<file path="src/rtl/jt12_mod_pipe.sv">
// Operator modulation pipeline: keeps per-channel operator history and returns the
// modulation input of a requested operator one cycle after the request.
module jt12_mod_pipe #(
  parameter int NUM_CH = 6,
  parameter int W      = 14
) (
  input  logic                rst,
  input  logic                clk,
  input  logic                clk_en,
  input  logic                wr,
  input  logic [2:0]          wr_ch,
  input  logic [1:0]          wr_op,
  input  logic signed [W-1:0] wr_data,
  input  logic                req,
  input  logic [2:0]          req_ch,
  input  logic [1:0]          req_op,
  input  logic [2:0]          req_alg,
  input  logic [2:0]          req_fb,
  output logic                mod_valid,
  output logic [2:0]          mod_ch,
  output logic [1:0]          mod_op,
  output logic signed [W:0]   mod_out
);

  logic signed [W-1:0] op1_last_q [NUM_CH];
  logic signed [W-1:0] op1_prev_q [NUM_CH];
  logic signed [W-1:0] op2_q      [NUM_CH];
  logic signed [W-1:0] op3_q      [NUM_CH];

  logic                mod_valid_q;
  logic [2:0]          mod_ch_q;
  logic [1:0]          mod_op_q;
  logic signed [W:0]   mod_out_q;
  logic signed [W:0]   mod_out_d;

  logic signed [W-1:0] rd_l, rd_p, rd_2, rd_3;
  logic signed [W:0]   l_x, p_x, o2_x, o3_x, fb_sum, fb_shr;
  logic [3:0]          fb_amt;

  // Read mux only spans real channels, so an out-of-range request reads all zeros.
  always_comb begin
    rd_l = '0;
    rd_p = '0;
    rd_2 = '0;
    rd_3 = '0;
    for (int c = 0; c < NUM_CH; c++) begin
      if (req_ch == 3'(c)) begin
        rd_l = op1_last_q[c];
        rd_p = op1_prev_q[c];
        rd_2 = op2_q[c];
        rd_3 = op3_q[c];
      end
    end
  end

  assign l_x    = {rd_l[W-1], rd_l};
  assign p_x    = {rd_p[W-1], rd_p};
  assign o2_x   = {rd_2[W-1], rd_2};
  assign o3_x   = {rd_3[W-1], rd_3};
  assign fb_sum = l_x + p_x;
  assign fb_amt = 4'd9 - {1'b0, req_fb};
  assign fb_shr = fb_sum >>> fb_amt;

  always_comb begin
    mod_out_d = '0;
    case (req_op)
      2'd0: mod_out_d = (req_fb == 3'd0) ? '0 : fb_shr;
      2'd1: begin
        case (req_alg)
          3'd0, 3'd3, 3'd4, 3'd5, 3'd6: mod_out_d = l_x;
          default:                      mod_out_d = '0;
        endcase
      end
      2'd2: begin
        case (req_alg)
          3'd0, 3'd2: mod_out_d = o2_x;
          3'd1:       mod_out_d = l_x + o2_x;
          3'd5:       mod_out_d = l_x;
          default:    mod_out_d = '0;
        endcase
      end
      default: begin
        case (req_alg)
          3'd0, 3'd1, 3'd4: mod_out_d = o3_x;
          3'd2:             mod_out_d = l_x + o3_x;
          3'd3:             mod_out_d = o2_x + o3_x;
          3'd5:             mod_out_d = l_x;
          default:          mod_out_d = '0;
        endcase
      end
    endcase
  end

  // History writes; the read path above sees the pre-write values in the same cycle.
  always_ff @(posedge clk or posedge rst) begin
    if (rst) begin
      for (int c = 0; c < NUM_CH; c++) begin
        op1_last_q[c] <= '0;
        op1_prev_q[c] <= '0;
        op2_q[c]      <= '0;
        op3_q[c]      <= '0;
      end
    end else if (clk_en && wr) begin
      for (int c = 0; c < NUM_CH; c++) begin
        if (wr_ch == 3'(c)) begin
          case (wr_op)
            2'd0: begin
              op1_prev_q[c] <= op1_last_q[c];
              op1_last_q[c] <= wr_data;
            end
            2'd1:    op2_q[c] <= wr_data;
            2'd2:    op3_q[c] <= wr_data;
            default: ;
          endcase
        end
      end
    end
  end

  always_ff @(posedge clk or posedge rst) begin
    if (rst) begin
      mod_valid_q <= 1'b0;
      mod_ch_q    <= '0;
      mod_op_q    <= '0;
      mod_out_q   <= '0;
    end else if (clk_en) begin
      mod_valid_q <= req;
      if (req) begin
        mod_ch_q  <= req_ch;
        mod_op_q  <= req_op;
        mod_out_q <= mod_out_d;
      end
    end
  end

  assign mod_valid = mod_valid_q;
  assign mod_ch    = mod_ch_q;
  assign mod_op    = mod_op_q;
  assign mod_out   = mod_out_q;

endmodule

</file>
<file path="config.mk">
export PLATFORM = sky130hd
export DESIGN_NAME = jt12_mod_pipe
export DESIGN_NICKNAME = d
export VERILOG_FILES = /design/src/rtl/jt12_mod_pipe.sv
export SDC_FILE = /design/constraint.sdc
export NUM_CORES = 1
export LEC_CHECK = 0
export ABC_AREA = 1
export CAP_MARGIN = 20
export CORE_MARGIN = 1
export CORE_UTILIZATION = 62
export DETAILED_ROUTE_END_ITERATION = 12
export GPL_TIMING_DRIVEN = 0
export HOLD_SLACK_MARGIN = 0.15
export PLACE_DENSITY_LB_ADDON = 0.1
export SLEW_MARGIN = 20
export SYNTH_ARGS = -nofsm -noshare
export SYNTH_HDL_FRONTEND = slang
export SYNTH_SLANG_ARGS = --single-unit
</file>
<file path="constraint.sdc">
create_clock -name clk -period 16.13 [get_ports clk]
set_input_delay 2.4195 -clock clk [delete_from_list [all_inputs] [get_ports clk]]
set_output_delay 2.4195 -clock clk [all_outputs]
set_load 0.02 [all_outputs]
</file>
# Word-level counts from Yosys, hierarchy flattened

Index checks and enable logic that the tools add are counted.
Widths: inputs -> output; s select.

Register bits after elaboration: 357
Bits of input ports: 35
Word-level logic and storage cells: 112

Add/sub/neg operators: 5
Equality and inequality tests: 20
Shift operators: 1
Muxes and demuxes: 29
Reduce and logical (&&, ||, !) cells: 29

Operators with widths:

| operator            | count |
|---|---|
| $mux 14             | 24 |
| $pmux 15 s3         | 2 |
| $add 14x14->15      | 4 |
| $pmux 15 s4         | 1 |
| $reduce_and 3->1    | 18 |
| $mux 15             | 2 |
| $eq 3x3->1 const B  | 7 |
| $eq 3x2->1 const B  | 6 |
| $sshr 15x4->15      | 1 |
| $logic_not 3->1     | 4 |
| $eq 3x1->1 const B  | 3 |
| $reduce_or 5->1     | 1 |
| $eq 2x1->1 const B  | 2 |
| $eq 2x2->1 const B  | 2 |
| $logic_not 2->1     | 2 |
| $sub 4x3->4 const A | 1 |
| $reduce_or 3->1     | 1 |
| $reduce_and 2->1    | 1 |
| $reduce_or 2->1     | 1 |
| $logic_and 1x1->1   | 1 |

# Logic depth before layout (Yosys ltp)

Gate-level depths: netlist of the first run.

Depth after elaboration: 11
Depth in mapped cells: 29
Mapped depth without buffers: 28

# Least setup slack after synthesis of the first run

No wires, ideal clock.

Path type: input to register
Start: input port req_ch[2]
End: register mod_out_q[8] (netlist: mod_out[8])
Setup time: 0.113 ns
Arrival: 5.301 ns
Path slack: 10.716 ns
Stages: 27
Buffers on the path: 3
Cells stage by stage: inv_2 -> nor2_2 -> nand2_1 -> buf_2 -> buf_1 -> buf_1 -> o21ai_0 -> nand2_1 -> ha_1 -> inv_1 -> fa_1 -> inv_1 -> nand3_1 -> nand3_1 -> nand2_1 -> nand2_1 -> nand2_1 -> nand2_1 -> nand2_1 -> nand3_1 -> nand3_1 -> nand3_1 -> nand2_1 -> o21ai_0 -> nand3_1 -> nand2_1 -> inv_1

Word-level cells in the longest chain between the ends: 11

RTL lines:

| element               | line | source |
|---|---|---|
| start, declared       | 15   | `input logic [2:0] req_ch,` |
| $logic_not 3->1       | 47   | `if (req_ch == 3'(c)) begin` |
| $mux 14 (6 in series) | 47   |  |
| $add 14x14->15        | 60   | `assign fb_sum = l_x + p_x;` |
| $sshr 15x4->15        | 62   | `assign fb_shr = fb_sum >>> fb_amt;` |
| $mux 15               | 67   | `2'd0: mod_out_d = (req_fb == 3'd0) ? '0 : fb_shr;` |
| $pmux 15 s3 *         | 66   | `case (req_op)` |
| end signal, assigned  | 131  | `mod_out_q <= mod_out_d;` |
| end, declared         | 33   | `logic signed [W:0] mod_out_q;` |

Mark *: on every way between the ends. The rest lies on a longest branch, timed or not.
A chain may end at the register's enable or synchronous reset.

# Worst setup path after layout of the first run

Start: input port req_ch[0]
End: register mod_out_q[6] (netlist: mod_out[6])

Same word-level chain as after synthesis.

==> reports/qor.yml, run 1 <==
floorplanning:
  start_util: 0.637
  die_w_um: 177
  dieArea_um2: 31500
  io-pin-count: 56
  die_y_um: 177
  rows: 63
  coreArea_um2: 30000
grt:
  grt_pass1_wl_um: 97300
  grt_util_all_layers: 0.413
  grt_overflow_total: 0
  antenna_found_initial: 2
  grt_pass1_vias: 18100
  grt_max_degree: 114
power:
  internal_power_mw: 1.65
  p_seq_frac: 0.446
  swShare: 0.298
  vdd_ir_drop_max_mv: 0.102
  p_leak_nw: 10.6
  power_frac_clock: 0.384
  p_comb_frac: 0.169
  p_sw_mw: 0.699
  power_density_nw_per_um2: 109
synthesis:
  ys_ff_latch: 357
  syn_avg_cell_area_um2: 7.62
  synth.distinct_cells: 41
  seq_area_frac_synth: 0.468
  syn-num-nets: 2584
  synth_area_um2: 19100
  syn_inst: 2503
  ys_warn_count: 0
worst_hold_path:
  hp-class: "reg -> reg"
  min_path_cells: 2
  min_to: "op1_prev_q[6]"
  hold_start: "op1_prev_q[6]"
clocking:
  cts_setup_buffers: 0
  h-tree-depth: 2
  root_buffer: "clkbuf_16"
  path_clk_slew_ns: 0.06
  clkLatencyLatePin_ns: 0.55
  tritoncts.num_buffers: 38
  clockBufferDepth: 3
  cts_tree: "done"
  cts_hold_buf: 0
  ctsResizeCount: 0
  cts_sinks: 357
drt:
  detail_route.wl_per_cell_um: 21.2
  vias: 18600
  drc: 0
  drtIter0Drc: 2199
  wl_um: 64000
  detail-route-antenna-nets: 0
  avgViaCountPerCell: 6.16
  dr.pass1.iters: 6
critical_path:
  cp_common_cell: "nand2_1"
  startpoint_type: "input port"
  arrival_ns: 7.78
  path_max_fanout: 10
  r2r_cells: 25
  cpMaxStageDelayCell: "clkdlybuf4s50_1"
  endpoint_kind: "flop"
  rr_endpoint: "mod_out[6]"
  timing.rr.start: "op1_last_q[70]"
  slowest_delay_ns: 0.70
  r2r_setup_slack_ns: 12.06
  critPathRequiredTime_ns: 16.56
  critPathKind: "in -> reg"
sta:
  clock.fmax_mhz: 136
  hold_viol: 0
  maxSlewViolCount: 0
  final.period_utilization: 0.455
  grt_setup_unrepaired: "no"
  setup_tns_ns: 0
  worstMarginPinSlew_ns: 1.06
  min_period_ns: 7.34
  worst_clock_skew_ns: 0.0261
  relSlewSlack: 0.286
  setup_violations: 0
job:
  drv_cap: 0
outcome:
  outcome: "completed"
placed_design:
  gp_congestion: 0.968
  placed_cells: 2949
  dp_hpwl_um: 47400
  placedInstanceArea_um2: 20200
  port_buffers: 53
cells_and_area:
  fin_util: 0.717
  area_growth_pct: 12.5
  drive_above_1_share: 0.0614
  final.fill_count: 2371
  instances_no_fill: 3016
  fin_nets: 2680
  post-route-cell-area_um2: 21500
-- how the worst max path moves through the flow --
stage,endpoint,cells past startpoint,from
floorplan,mod_ch[0],1,rst
global placement,op1_last_q[5],2,rst
detailed placement,mod_out[6],27,req_ch[0]
CTS,mod_out[6],27,req_ch[0]
global route,mod_out[6],27,req_ch[0]
finish,mod_out[6],27,req_ch[0]
-- critical path: cells and delay by family --
family / cells / cell delay (ns)
AOI/OAI and AO/OA: 3 / 0.87
and+or+nand+nor: 14 / 1.48
buffers and inverters: 8 / 2.36
adders and majority gates: 2 / 0.66
-- power by group through the flow --
| stage | clock (mW) | sequential, mW | combinational [mW] |
|---|---|---|---|
| floorplan | 0 | 1.06 | 0.246 |
| global placement | 0 | 1.05 | 0.372 |
| detailed placement | 0 | 1.06 | 0.386 |
| CTS | 0.896 | 1.04 | 0.389 |
| global route | 0.936 | 1.06 | 0.439 |
| finish | 0.902 | 1.05 | 0.398 |
-- per-stage QoR --
step / worst slack (ns) / power, mW / hold slack (ns)
after floorplan: 3.81 / 1.30 / 0.442
after global placement: 0.120 / 1.43 / 0.456
after detailed placement: 8.53 / 1.45 / 0.460
after CTS: 9.04 / 2.33 / 0.473
after global routing: 8.38 / 2.43 / 0.489
final: 8.79 / 2.35 / 0.472
-- cells in the mapped netlist, drive strengths merged --
master	instances	area, um^2
clkbuf	99	372
ha	43	538
o2111ai	6	52.6
nand3b	10	75.1
or2	26	163
a21o	2	15.0
xor2	5	43.8
nand2	788	2960
xnor2	1	8.76
a21boi	9	67.6
dfrtp	357	8930
and2	4	25.0
mux2i	1	10.0
a31oi	2	12.5
nor3	6	30.0
nand4	7	43.8
a221oi	14	123
a22oi	1	7.51
a21oi	98	490
o22ai	8	50.1
fa	3	60.1
nor2	90	350
o21a	1	7.51
nand3	237	1200
clkinv	2	7.51
o21bai	5	37.5
nor4	1	12.5
buf	31	144
mux2	37	417
o21ai	411	2060
o211ai	7	52.6
inv	191	717
-- routing by layer --
| layer | track usage | share of wire |
|---|---|---|
| met1 | 0.550 | 0.40 |
| met2 | 0.630 | 0.44 |
| met5 | 0 | 0 |
| met4 | 0.223 | 0.058 |
| met3 | 0.0938 | 0.10 |
-- cell families after synthesis --
family,count (synthesis),synth area share
fa+ha+maj,46,0.0313
simple gates,1169,0.255
buf+inv,323,0.0650
flops,357,0.468
compound gates,564,0.156
mux,38,0.0224
xor+xnor,6,0.00275
-- final cells by class --
type                    count  area [um^2]  area share
diodes                      2         5.00    0.000233
plain buffers             130          515      0.0240
clock buffers              51         1090      0.0508
clock inverters            14          185     0.00863
inverters                 193          732      0.0341
multi-input cells        1823         8910       0.415
flip-flops and latches    357         8930       0.416
well taps                 390          488      0.0227
repair buffers             56          613      0.0286
-- registers in the layout, summed over array words and instances, names as in the netlist --
name / flops
op1_last_q: 84
op1_prev_q: 84
op2_q: 84
op3_q: 84
mod_out: 15
mod_ch: 3
mod_op: 2
mod_valid: 1
-- cell usage in the layout (no fill, tap or decap), types with 6 or more instances in the layout --
cell type          n
nand2_1          787
o21ai_0          395
dfrtp_1          357
nand3_1          235
inv_1            181
clkbuf_1         103
a21oi_1           98
nor2_1            87
clkdlybuf4s50_1   53
ha_1              43
clkbuf_16         38
mux2_2            37
buf_2             22
or2_2             21
o21ai_1           16
a221oi_1          14
nand3b_1          10
buf_1              9
inv_2              9
clkbuf_8           9
o22ai_1            8
o211ai_1           7
a21boi_0           7
nand4_1            7
nor3_1             6
o2111ai_1          6
Note: power is estimated with default switching activity, not from simulation.
==> run 2: changes to the inputs <==
==> constraint.sdc (replaced) <==
create_clock -name clk -period 7.4 [get_ports clk]
set_input_delay 1.11 -clock clk [delete_from_list [all_inputs] [get_ports clk]]
set_output_delay 1.11 -clock clk [all_outputs]
set_load 0.02 [all_outputs]
==> run 2 against run 1 <==
  * Die area unchanged
  * Non-clock buffer count up 8
  * Critical path type unchanged
  * Via count is essentially flat
  * First-iteration DRC count decreased by 5.6%
  * Global-route usage is 0.81 points higher
  * Cell area grew 0.73%
  * Highest routed layer is now met5
==> reports/qor.yml, run 2 (same netlist as run 1, synthesis figures left out) <==
cells_and_area:
  mostFrequentLayoutCells: "787 x nand2_1, 395 x o21ai_0, 357 x dfrtp_1"
  instances_no_fill: 3026
  final_common_cell: "nand2_1"
  drive_above_1_share: 0.0649
  area_growth_pct: 13.3
  fin_nets: 2688
  final.fill_count: 2422
  fin_util: 0.722
  antenna_cells: 0
critical_path:
  cp_top_family: "buffers and inverters"
  slowest_delay_ns: 0.70
  endpoint_kind: "flop"
  cp_common_cell: "nand2_1"
  cpMaxStageDelayCell: "clkdlybuf4s50_1"
  arrival_ns: 6.41
  r2r_cells: 25
  critPathKind: "in -> reg"
  crit_buf_inv: 8
  cp_num_cells: 27
  path_max_fanout: 10
  startpoint_type: "input port"
  critPathRequiredTime_ns: 7.84
clocking:
  cts_hold_buf: 0
  h-tree-depth: 2
  cts_sinks: 357
  clockBufferDepth: 3
  ctsResizeCount: 0
  tritoncts.num_buffers: 38
  cts_setup_buffers: 0
  path_clk_slew_ns: 0.06
  clkLatencyLatePin_ns: 0.57
  root_buffer: "clkbuf_16"
  cts_tree: "done"
sta:
  setup_tns_ns: 0
  worstMarginPinSlew_ns: 1.01
  hold_viol: 0
  maxSlewViolCount: 0
  postLayoutSetupSlackWorst_ns: 1.43
  setup_violations: 0
  grt_setup_unrepaired: "no"
  relSlewSlack: 0.321
  holdWs_ns: 0.480
  clock.fmax_mhz: 167
  final.period_utilization: 0.807
  worst_clock_skew_ns: 0.0259
  min_period_ns: 5.97
floorplanning:
  dieArea_um2: 31500
  io-pin-count: 56
  coreArea_um2: 30000
  die_w_um: 177
  rows: 63
  start_util: 0.637
  die_y_um: 177
grt:
  grt_overflow_total: 0
  grt-busiest-layer: "met2"
  grtUsageMet3: 0.0910
  met2_usage: 0.646
  grt_pass1_wl_um: 98900
  antenna_found_initial: 2
  grt_use_met1: 0.563
  grt_pass1_vias: 18100
  grt_max_degree: 36
  grt_util_all_layers: 0.421
drt:
  drtIter0Drc: 2075
  detail_route.wl_per_cell_um: 21.2
  vias: 18600
  wl_um: 64100
  avgViaCountPerCell: 6.14
  dr.pass1.iters: 6
  drc: 0
  detail-route-antenna-nets: 0
power:
  p_sw_mw: 1.54
  vdd_ir_drop_max_mv: 0.222
  power_frac_clock: 0.385
  swShare: 0.299
  internal_power_mw: 3.60
  p_leak_nw: 10.7
  power_density_nw_per_um2: 237
  p_seq_frac: 0.445
  p_comb_frac: 0.170
job:
  drv_cap: 0
outcome:
  outcome: "completed"
placed_design:
  gp_congestion: 0.983
  dp_hpwl_um: 47500
  place_ws_ns: 1.15
  port_buffers: 53
  placed_cells: 2957
worst_hold_path:
  hp-class: "reg -> reg"
  min_path_cells: 2
==> run 2: worst paths after layout <==
check                                     from          end  slack [ns]
worst max-delay path                 req_ch[0]   mod_out[6]        1.43
max in group asynchronous                  rst   mod_out[8]        5.32
worst min-delay path               mod_out[13]  mod_out[13]        0.48
min in group asynchronous                  rst    op3_q[61]        0.97
worst min register to register     mod_out[13]  mod_out[13]        0.48
worst max register to register  op1_last_q[70]   mod_out[6]        3.41
==> run 2: area by class of cell <==
| class | count | area, um^2 | area share |
|---|---|---|---|
| sequential | 357 | 8930 | 0.413 |
| multi-input combinational | 1823 | 8910 | 0.412 |
| clock buffer | 52 | 1080 | 0.0501 |
| timing repair buffer | 64 | 758 | 0.0351 |
| inverter | 193 | 728 | 0.0337 |
| buffer | 130 | 515 | 0.0238 |
| tap | 390 | 488 | 0.0226 |
| clock inverter | 17 | 211 | 0.00978 |
==> run 2: worst register-to-register path: stages, from the launching register on <==
cell,delay [ns]
dfrtp_1,0.35
inv_1,0.07
o22ai_1,0.24
a21oi_1,0.09
nand3_1,0.15
nand2_1,0.15
inv_1,0.13
ha_1,0.20
inv_1,0.07
fa_1,0.47
inv_1,0.10
nand3_1,0.07
nand3_1,0.13
nand2_1,0.09
nand2_1,0.10
nand2_1,0.11
nand2_1,0.10
nand2_1,0.07
nand3_1,0.09
nand2_1,0.06
nand2_1,0.07
a21oi_1,0.10
o21ai_0,0.57
nand3_1,0.19
nand2_1,0.10
inv_1,0.04
==> run 2: stage by stage <==
step / total power [mW] / area [um^2]
6_report: 5.13 / 21600
5_1_grt: 5.32 / 21600
4_1_cts: 5.10 / 21600
3_5_place_dp: 3.16 / 20300
3_3_place_gp: 3.11 / 20100
2_1_floorplan: 2.84 / 19100
==> run 2: metal layers <==
layer  part of all wire  vias up
met3              0.094      206
met4              0.054        2
met5            0.00017        -
met2               0.45      968
met1               0.40     8913
li1                   -     8489
==> run 2: power by group through the flow <==
stage / clock, mW / combinational, mW / sequential [mW]
2_1_floorplan: 0 / 0.537 / 2.30
3_3_place_gp: 0 / 0.808 / 2.30
3_5_place_dp: 0 / 0.847 / 2.31
4_1_cts: 1.97 / 0.857 / 2.28
5_1_grt: 2.05 / 0.972 / 2.30
6_report: 1.98 / 0.875 / 2.28
